$ cat src/rtl/memoria_seq_pkg.sv
`default_nettype none
// ==== memoria_seq_pkg : state encoding, default sizes, preset pattern (rev 1.0) ====
package memoria_seq_pkg;

  localparam int DEF_DATA_WIDTH   = 4;
  localparam int DEF_ADDR_WIDTH   = 4;
  localparam int DEF_NUM_BANKS    = 4;
  localparam int PRESET_MAX_WIDTH = 64;

  typedef enum logic [1:0] {
    ST_INIT_ALL = 2'd0,
    ST_IDLE     = 2'd1,
    ST_RESTORE  = 2'd2
  } fill_state_e;

  function automatic int bank_width(input int num_banks);
    return (num_banks > 1) ? $clog2(num_banks) : 1;
  endfunction

  // One-hot word with bit (bank + addr) mod data_width set; callers keep the low data_width bits.
  function automatic logic [PRESET_MAX_WIDTH-1:0] preset_word(input int unsigned bank,
                                                              input int unsigned addr,
                                                              input int unsigned data_width);
    return PRESET_MAX_WIDTH'(1) << ((bank + addr) % data_width);
  endfunction

endpackage
`default_nettype wire

$ cat src/rtl/memoria_seq_banco_if.sv
`default_nettype none
// ==== memoria_seq_banco_if : request/response bundle of the sequence memory (rev 1.0) ====
interface memoria_seq_banco_if
  import memoria_seq_pkg::*;
#(
  parameter int DATA_WIDTH = DEF_DATA_WIDTH,
  parameter int ADDR_WIDTH = DEF_ADDR_WIDTH,
  parameter int NUM_BANKS  = DEF_NUM_BANKS
);
  localparam int BANK_WIDTH = bank_width(NUM_BANKS);

  logic                  rd_en;
  logic                  wr_en;
  logic                  restore;
  logic [BANK_WIDTH-1:0] bank;
  logic [ADDR_WIDTH-1:0] address;
  logic [DATA_WIDTH-1:0] data_in;
  logic [DATA_WIDTH-1:0] data_out;
  logic                  data_valid;
  logic                  ready;

  modport master (
    output rd_en, wr_en, restore, bank, address, data_in,
    input  data_out, data_valid, ready
  );

  modport slave (
    input  rd_en, wr_en, restore, bank, address, data_in,
    output data_out, data_valid, ready
  );

endinterface
`default_nettype wire

$ cat src/rtl/memoria_seq_fill.sv
`default_nettype none
// ==== memoria_seq_fill : preset fill sequencer (full init, single-bank restore) (rev 1.0) ====
module memoria_seq_fill
  import memoria_seq_pkg::*;
#(
  parameter int DATA_WIDTH = DEF_DATA_WIDTH,
  parameter int ADDR_WIDTH = DEF_ADDR_WIDTH,
  parameter int NUM_BANKS  = DEF_NUM_BANKS,
  parameter int BANK_WIDTH = bank_width(NUM_BANKS)
) (
  input  wire logic                  clock,
  input  wire logic                  reset,
  input  wire logic                  restore_req,
  input  wire logic [BANK_WIDTH-1:0] restore_bank,
  output logic                       ready,
  output logic                       fill_we,
  output logic [BANK_WIDTH-1:0]      fill_bank,
  output logic [ADDR_WIDTH-1:0]      fill_addr,
  output logic [DATA_WIDTH-1:0]      fill_data
);
  localparam int IDX_WIDTH = BANK_WIDTH + ADDR_WIDTH;
  localparam int WORDS     = NUM_BANKS * (1 << ADDR_WIDTH);

  fill_state_e           state_q, state_d;
  logic [IDX_WIDTH-1:0]  cnt_q, cnt_d;
  logic                  ready_q, ready_d;

  // cnt is {bank, addr}: init walks every word, restore starts at {bank, 0} and stops at the bank's last word.
  always_comb begin
    state_d = state_q;
    cnt_d   = cnt_q;
    case (state_q)
      ST_INIT_ALL: begin
        if (cnt_q == IDX_WIDTH'(WORDS - 1)) begin
          state_d = ST_IDLE;
          cnt_d   = '0;
        end else begin
          cnt_d = cnt_q + 1'b1;
        end
      end
      ST_IDLE: begin
        if (restore_req) begin
          state_d = ST_RESTORE;
          cnt_d   = {restore_bank, {ADDR_WIDTH{1'b0}}};
        end
      end
      ST_RESTORE: begin
        if (&cnt_q[ADDR_WIDTH-1:0]) begin
          state_d = ST_IDLE;
          cnt_d   = '0;
        end else begin
          cnt_d = cnt_q + 1'b1;
        end
      end
      default: begin
        state_d = ST_INIT_ALL;
        cnt_d   = '0;
      end
    endcase
    ready_d = (state_d == ST_IDLE);
  end

  always_ff @(posedge clock or posedge reset) begin
    if (reset) begin
      state_q <= ST_INIT_ALL;
      cnt_q   <= '0;
      ready_q <= 1'b0;
    end else begin
      state_q <= state_d;
      cnt_q   <= cnt_d;
      ready_q <= ready_d;
    end
  end

  assign ready     = ready_q;
  assign fill_we   = (state_q != ST_IDLE);
  assign fill_bank = cnt_q[IDX_WIDTH-1 -: BANK_WIDTH];
  assign fill_addr = cnt_q[ADDR_WIDTH-1:0];
  assign fill_data = DATA_WIDTH'(preset_word(32'(fill_bank), 32'(fill_addr), DATA_WIDTH));

endmodule
`default_nettype wire

$ cat src/rtl/memoria_seq_banco.sv
`default_nettype none
// ==== memoria_seq_banco : banked writable sequence memory with preset fill (rev 1.0) ====
module memoria_seq_banco
  import memoria_seq_pkg::*;
#(
  parameter int DATA_WIDTH = DEF_DATA_WIDTH,
  parameter int ADDR_WIDTH = DEF_ADDR_WIDTH,
  parameter int NUM_BANKS  = DEF_NUM_BANKS
) (
  input  wire logic          clock,
  input  wire logic          reset,
  memoria_seq_banco_if.slave bus
);
  localparam int BANK_WIDTH = bank_width(NUM_BANKS);
  localparam int DEPTH      = 1 << ADDR_WIDTH;
  localparam int WORDS      = NUM_BANKS * DEPTH;
  localparam int IDX_WIDTH  = BANK_WIDTH + ADDR_WIDTH;

  logic [DATA_WIDTH-1:0] mem_q [WORDS];
  logic [DATA_WIDTH-1:0] data_out_q, data_out_d;
  logic                  data_valid_q, data_valid_d;

  logic                  ready;
  logic                  fill_we;
  logic [BANK_WIDTH-1:0] fill_bank;
  logic [ADDR_WIDTH-1:0] fill_addr;
  logic [DATA_WIDTH-1:0] fill_data;

  logic                  bank_ok;
  logic                  accept;
  logic                  rd_fire;
  logic                  user_we;
  logic                  restore_req;
  logic                  wr_we;
  logic [IDX_WIDTH-1:0]  rd_idx;
  logic [IDX_WIDTH-1:0]  wr_idx;
  logic [DATA_WIDTH-1:0] wr_data;

  memoria_seq_fill #(
    .DATA_WIDTH (DATA_WIDTH),
    .ADDR_WIDTH (ADDR_WIDTH),
    .NUM_BANKS  (NUM_BANKS),
    .BANK_WIDTH (BANK_WIDTH)
  ) u_fill (
    .clock        (clock),
    .reset        (reset),
    .restore_req  (restore_req),
    .restore_bank (bus.bank),
    .ready        (ready),
    .fill_we      (fill_we),
    .fill_bank    (fill_bank),
    .fill_addr    (fill_addr),
    .fill_data    (fill_data)
  );

  // A restore pulse pre-empts any read or write presented in the same cycle.
  always_comb begin
    bank_ok     = 32'(bus.bank) < NUM_BANKS;
    accept      = ready & ~bus.restore;
    rd_fire     = accept & bus.rd_en;
    user_we     = accept & bus.wr_en & bank_ok;
    restore_req = ready & bus.restore & bank_ok;
    rd_idx      = bank_ok ? {bus.bank, bus.address} : '0;

    wr_we   = fill_we | user_we;
    wr_idx  = fill_we ? {fill_bank, fill_addr} : {bus.bank, bus.address};
    wr_data = fill_we ? fill_data : bus.data_in;

    data_valid_d = rd_fire;
    data_out_d   = data_out_q;
    if (rd_fire) begin
      data_out_d = bank_ok ? mem_q[rd_idx] : '0;
    end
  end

  always_ff @(posedge clock) begin
    if (wr_we) begin
      mem_q[wr_idx] <= wr_data;
    end
  end

  always_ff @(posedge clock or posedge reset) begin
    if (reset) begin
      data_out_q   <= '0;
      data_valid_q <= 1'b0;
    end else begin
      data_out_q   <= data_out_d;
      data_valid_q <= data_valid_d;
    end
  end

  assign bus.data_out   = data_out_q;
  assign bus.data_valid = data_valid_q;
  assign bus.ready      = ready;

endmodule
`default_nettype wire

$ cat src/flat_wrapper.sv
// flat-port wrapper written by rule: the top's interface ports become plain ports
module memoria_seq_banco_flat import memoria_seq_pkg::*;
#(
  parameter int DATA_WIDTH = DEF_DATA_WIDTH,
  parameter int ADDR_WIDTH = DEF_ADDR_WIDTH,
  parameter int NUM_BANKS  = DEF_NUM_BANKS
)
  (clock, reset, bus_rd_en, bus_wr_en, bus_restore, bus_bank, bus_address, bus_data_in, bus_data_out, bus_data_valid, bus_ready);
  memoria_seq_banco_if #(.DATA_WIDTH(DATA_WIDTH), .ADDR_WIDTH(ADDR_WIDTH), .NUM_BANKS(NUM_BANKS)) bus_i ();
  input  wire logic clock;
  input  wire logic reset;
  input wire logic [$bits(bus_i.rd_en)-1:0] bus_rd_en;
  input wire logic [$bits(bus_i.wr_en)-1:0] bus_wr_en;
  input wire logic [$bits(bus_i.restore)-1:0] bus_restore;
  input wire logic [$bits(bus_i.bank)-1:0] bus_bank;
  input wire logic [$bits(bus_i.address)-1:0] bus_address;
  input wire logic [$bits(bus_i.data_in)-1:0] bus_data_in;
  output wire logic [$bits(bus_i.data_out)-1:0] bus_data_out;
  output wire logic [$bits(bus_i.data_valid)-1:0] bus_data_valid;
  output wire logic [$bits(bus_i.ready)-1:0] bus_ready;
  assign bus_i.rd_en = bus_rd_en;
  assign bus_i.wr_en = bus_wr_en;
  assign bus_i.restore = bus_restore;
  assign bus_i.bank = bus_bank;
  assign bus_i.address = bus_address;
  assign bus_i.data_in = bus_data_in;
  assign bus_data_out = bus_i.data_out;
  assign bus_data_valid = bus_i.data_valid;
  assign bus_ready = bus_i.ready;
  memoria_seq_banco #(.DATA_WIDTH(DATA_WIDTH), .ADDR_WIDTH(ADDR_WIDTH), .NUM_BANKS(NUM_BANKS)) u_core (.clock(clock), .reset(reset), .bus(bus_i));
endmodule
$ cat config.mk
export PLATFORM = sky130hd
export DESIGN_NAME = memoria_seq_banco_flat
export DESIGN_NICKNAME = d
export VERILOG_FILES = /design/src/rtl/memoria_seq_pkg.sv /design/src/rtl/memoria_seq_banco_if.sv /design/src/rtl/memoria_seq_fill.sv /design/src/rtl/memoria_seq_banco.sv /design/src/flat_wrapper.sv
export SDC_FILE = /design/constraint.sdc
export NUM_CORES = 1
export LEC_CHECK = 0
export CAP_MARGIN = 20
export CORE_ASPECT_RATIO = 1.4
export CORE_MARGIN = 2
export CORE_UTILIZATION = 50
export DETAILED_ROUTE_END_ITERATION = 8
export PLACE_DENSITY = 0.69
export SLEW_MARGIN = 20
export SYNTH_ARGS = -nofsm -noshare
export SYNTH_HDL_FRONTEND = slang
export SYNTH_SLANG_ARGS = --single-unit
$ cat constraint.sdc
create_clock -name clock -period 4.2 [get_ports clock]
set_clock_uncertainty 0.1 [all_clocks]
set_input_delay 0.63 -clock clock [delete_from_list [all_inputs] [get_ports clock]]
set_output_delay 0.63 -clock clock [all_outputs]
set_load 0.005 [all_outputs]
==> impl_results.md <==
- Run status: completed
- PwrDens: 433 nW/um2
- Total power: 5.39 mW
- GRT Util Overall: 0.215
- Worst hold path type: primary input to async pin
- Synth Cell Area: 11100 um2
- Worst relative slew slack: 0.329
- Vias: 6062
- GPL Wtd Cong: 0.889
- Yosys warnings: 0
- Total CTS buffers: 24
- RSZ-0062 raised after global routing: false
- Top-count cell post-synth: edfxtp_1
- Worst EP required: 4.27 ns
- Port Buf Inserts: 20
- Peak supply drop: 0.270 mV
- Setup WS pre-CTS: 1.03 ns
- Crit share post-route: 0.677
- Synth top area cells: edfxtp_1 (69%), mux4_2 (9.1%), mux2_2 (3.2%)
- DRT Wirelength: 24.9 mm
- ANT nets after route: 0
- Tmin final: 2.85 ns
- Congestion Overflow GR: 0
- Worst Setup End Kind: flop
- Fin nets: 701
- Clk_lat worst skew: 0.52 ns
- Top_reg_cell synth: edfxtp_1
- Post-cts sizing count: 0
- Post-CTS Hold Buffers: 0
- CTS tree: built
- CP Launch Point: u_core.u_fill.state_q[0]$_DFF_PP0_
- Post-synthesis sequential area ratio: 0.723
- DIE HEIGHT: 180 um
- Postcts setup bufs: 0
- Worst Path Class, Setup: flop to flop
- Fill count: 1679
- Initial core utilization: 0.509
- Worst-path clk slew: 0.07 ns
- Site Rows: 64
- Top cells by count, synth: edfxtp_1 (256), nor2_1 (72), nand2_1 (58), mux4_2 (45), mux2_2 (32)
- Fmax: 351 MHz
- # diodes: 0
- Worst slew pin tran: 1.01 ns
- Core box area: 21900 um2
- Largest net degree at the start of global routing: 65
- Die footprint: 23500 um2
- H-tree levels: 1
- First-pass GRT wire length: 37.4 mm
- CP max FO: 22
- CP endpoint: u_core.mem_q[8][2]$_DFFE_PP_
- Layout cells sized above 1: 0.188
- Post-route cell area: 12500 um2
- Setup tns final: 0 ns
- Clock Path Buffers: 3
- Area delta synth->final: 12.0%
- Post-DP Area: 11600 um2
- Leak pwr: 3.89 nW
- Critical-path cell list: nand2b_1, o31ai_1, nand2_1, nor2_1
- Highest cell delay on the worst timing path: 0.53 ns
- DR pass1 iterations: 6
- Multi-input gate area: 2930 um2
- Boundary Pins: 21
- Stages on worst setup path: 4
- Share of the synthesized area in the top cell type: 0.691
- Mapped Nets: 679
- Reg2Reg Depth: 4
- Worst r2r src: u_core.u_fill.state_q[0]$_DFF_PP0_
- PnR worst setup slack: 1.35 ns
- Sinks on Clock Net: 270
- Syn_area_per_cell: 16.8 um2
- Drt drc: 0
- Cell taking the most area after synthesis: edfxtp_1
- R2R Setup Slk: 1.35 ns
- Crit start category: flop
- Final Hold Viols: 0
- Vias per cell: 6.07
- Synthesized netlist cell count: 661
- Vias in the first global route: 6254
- Final slew viol count: 0
- WL/cell: 24.9 um
- CP delay by family, top: simple AND/OR/NAND/NOR gates
- Ys async rst share: 0.0519
- CP arrival: 2.91 ns
- Post-synth EDFFs: 256
- Initial antenna violation count: 0
- Dpl hpwl: 16.2 mm
- Synth cell types: 48
- Setup violators final: 0
- DRT iter0 DRCs: 651
- Worst r2r dst: u_core.mem_q[8][2]$_DFFE_PP_
- Clk root buf: clkbuf_16
- Post-synthesis register bit count: 270
- Cell type of the slowest stage on the worst timing path: dfrtp_1
- Die width: 130 um
- Crit path buf inv count: 0
- Reg area: 8040 um2
- Max Cap Violations: 0
[placed cells by master, fill, tap and decap left out, types with 5 or more instances in the layout]
cell type          n
nand2_1           58
nand3_1            7
nand2b_1           7
mux2_1             7
nor3_1            15
nor2_1            72
edfxtp_1         256
o22ai_1           21
dfrtp_1           14
mux2i_1            9
o21ai_1            5
clkdlybuf4s50_1   17
nand3b_1           8
mux2_2            32
buf_4              9
mux4_2            45
o21ai_0           10
clkbuf_16         25
[flip-flops by register name (all words and copies together) (netlist names)]
name                   cells
u_core.bus.data_valid      1
u_core.bus.data_out        4
u_core.mem_q             256
u_core.u_fill.ready        1
u_core.u_fill.cnt_q        6
u_core.u_fill.state_q      2
[area by class of cell]
type                       count  area share
clock buffer                  31      0.0545
clock inverter                13      0.0137
inverter                       4     0.00121
multi-input combinational    355       0.236
sequential                   270       0.645
tap                          297      0.0298
timing repair buffer          28      0.0199
[power breakdown]
| part | switching [mW] | internal [mW] |
|---|---|---|
| Clock | 0.932 | 1.39 |
| Combinational | 0.0946 | 0.0756 |
| Sequential | 0.00154 | 2.90 |
| Total | 1.03 | 4.36 |
[logic make-up (layout without fill, tap and decap cells)]
family	Yosys count	count (layout)	synth area share
XOR/XNOR	3	3	0.00236
flip-flops	270	270	0.723
buffers and inverters	36	76	0.0165
adder cells (fa/ha/maj)	3	3	0.00337
AO/OA/AOI/OAI	74	74	0.0442
AND/OR/NAND/NOR	182	182	0.0722
multiplexers	93	93	0.139
[layer usage]
| layer | global-route usage | vias up | share of wire |
|---|---|---|---|
| li1 | - | 2657 | - |
| met1 | 0.265 | 3087 | 0.38 |
| met2 | 0.382 | 254 | 0.53 |
| met3 | 0.0315 | 64 | 0.059 |
| met4 | 0.0778 | 0 | 0.037 |
| met5 | 0 | - | 0 |
[stage by stage]
| stage | hold slack [ns] | instances | utilization |
|---|---|---|---|
| floorplan | 0.392 | 661 | - |
| global placement | 0.405 | 954 | 0.531 |
| detailed placement | 0.410 | 954 | 0.531 |
| CTS | 0.377 | 998 | 0.570 |
| global route | 0.422 | 998 | 0.570 |
| finish | 0.371 | 998 | 0.570 |
[how the worst min path moves through the flow]
stage | to | startpoint | slack [ns] | depth (start not counted)
after floorplan | u_core.bus.data_out[0]$_DFFE_PP0P_ | u_core.bus.data_out[0]$_DFFE_PP0P_ | 0.39 | 2
after global placement | u_core.bus.data_out[3]$_DFFE_PP0P_ | u_core.bus.data_out[3]$_DFFE_PP0P_ | 0.41 | 2
after detailed placement | u_core.bus.data_out[1]$_DFFE_PP0P_ | u_core.bus.data_out[1]$_DFFE_PP0P_ | 0.41 | 2
after CTS | u_core.bus.data_out[0]$_DFFE_PP0P_ | reset | 0.38 | 2
after global routing | u_core.bus.data_out[0]$_DFFE_PP0P_ | reset | 0.42 | 2
final | u_core.bus.data_out[3]$_DFFE_PP0P_ | reset | 0.37 | 2
(Power assumes the default switching activity.)
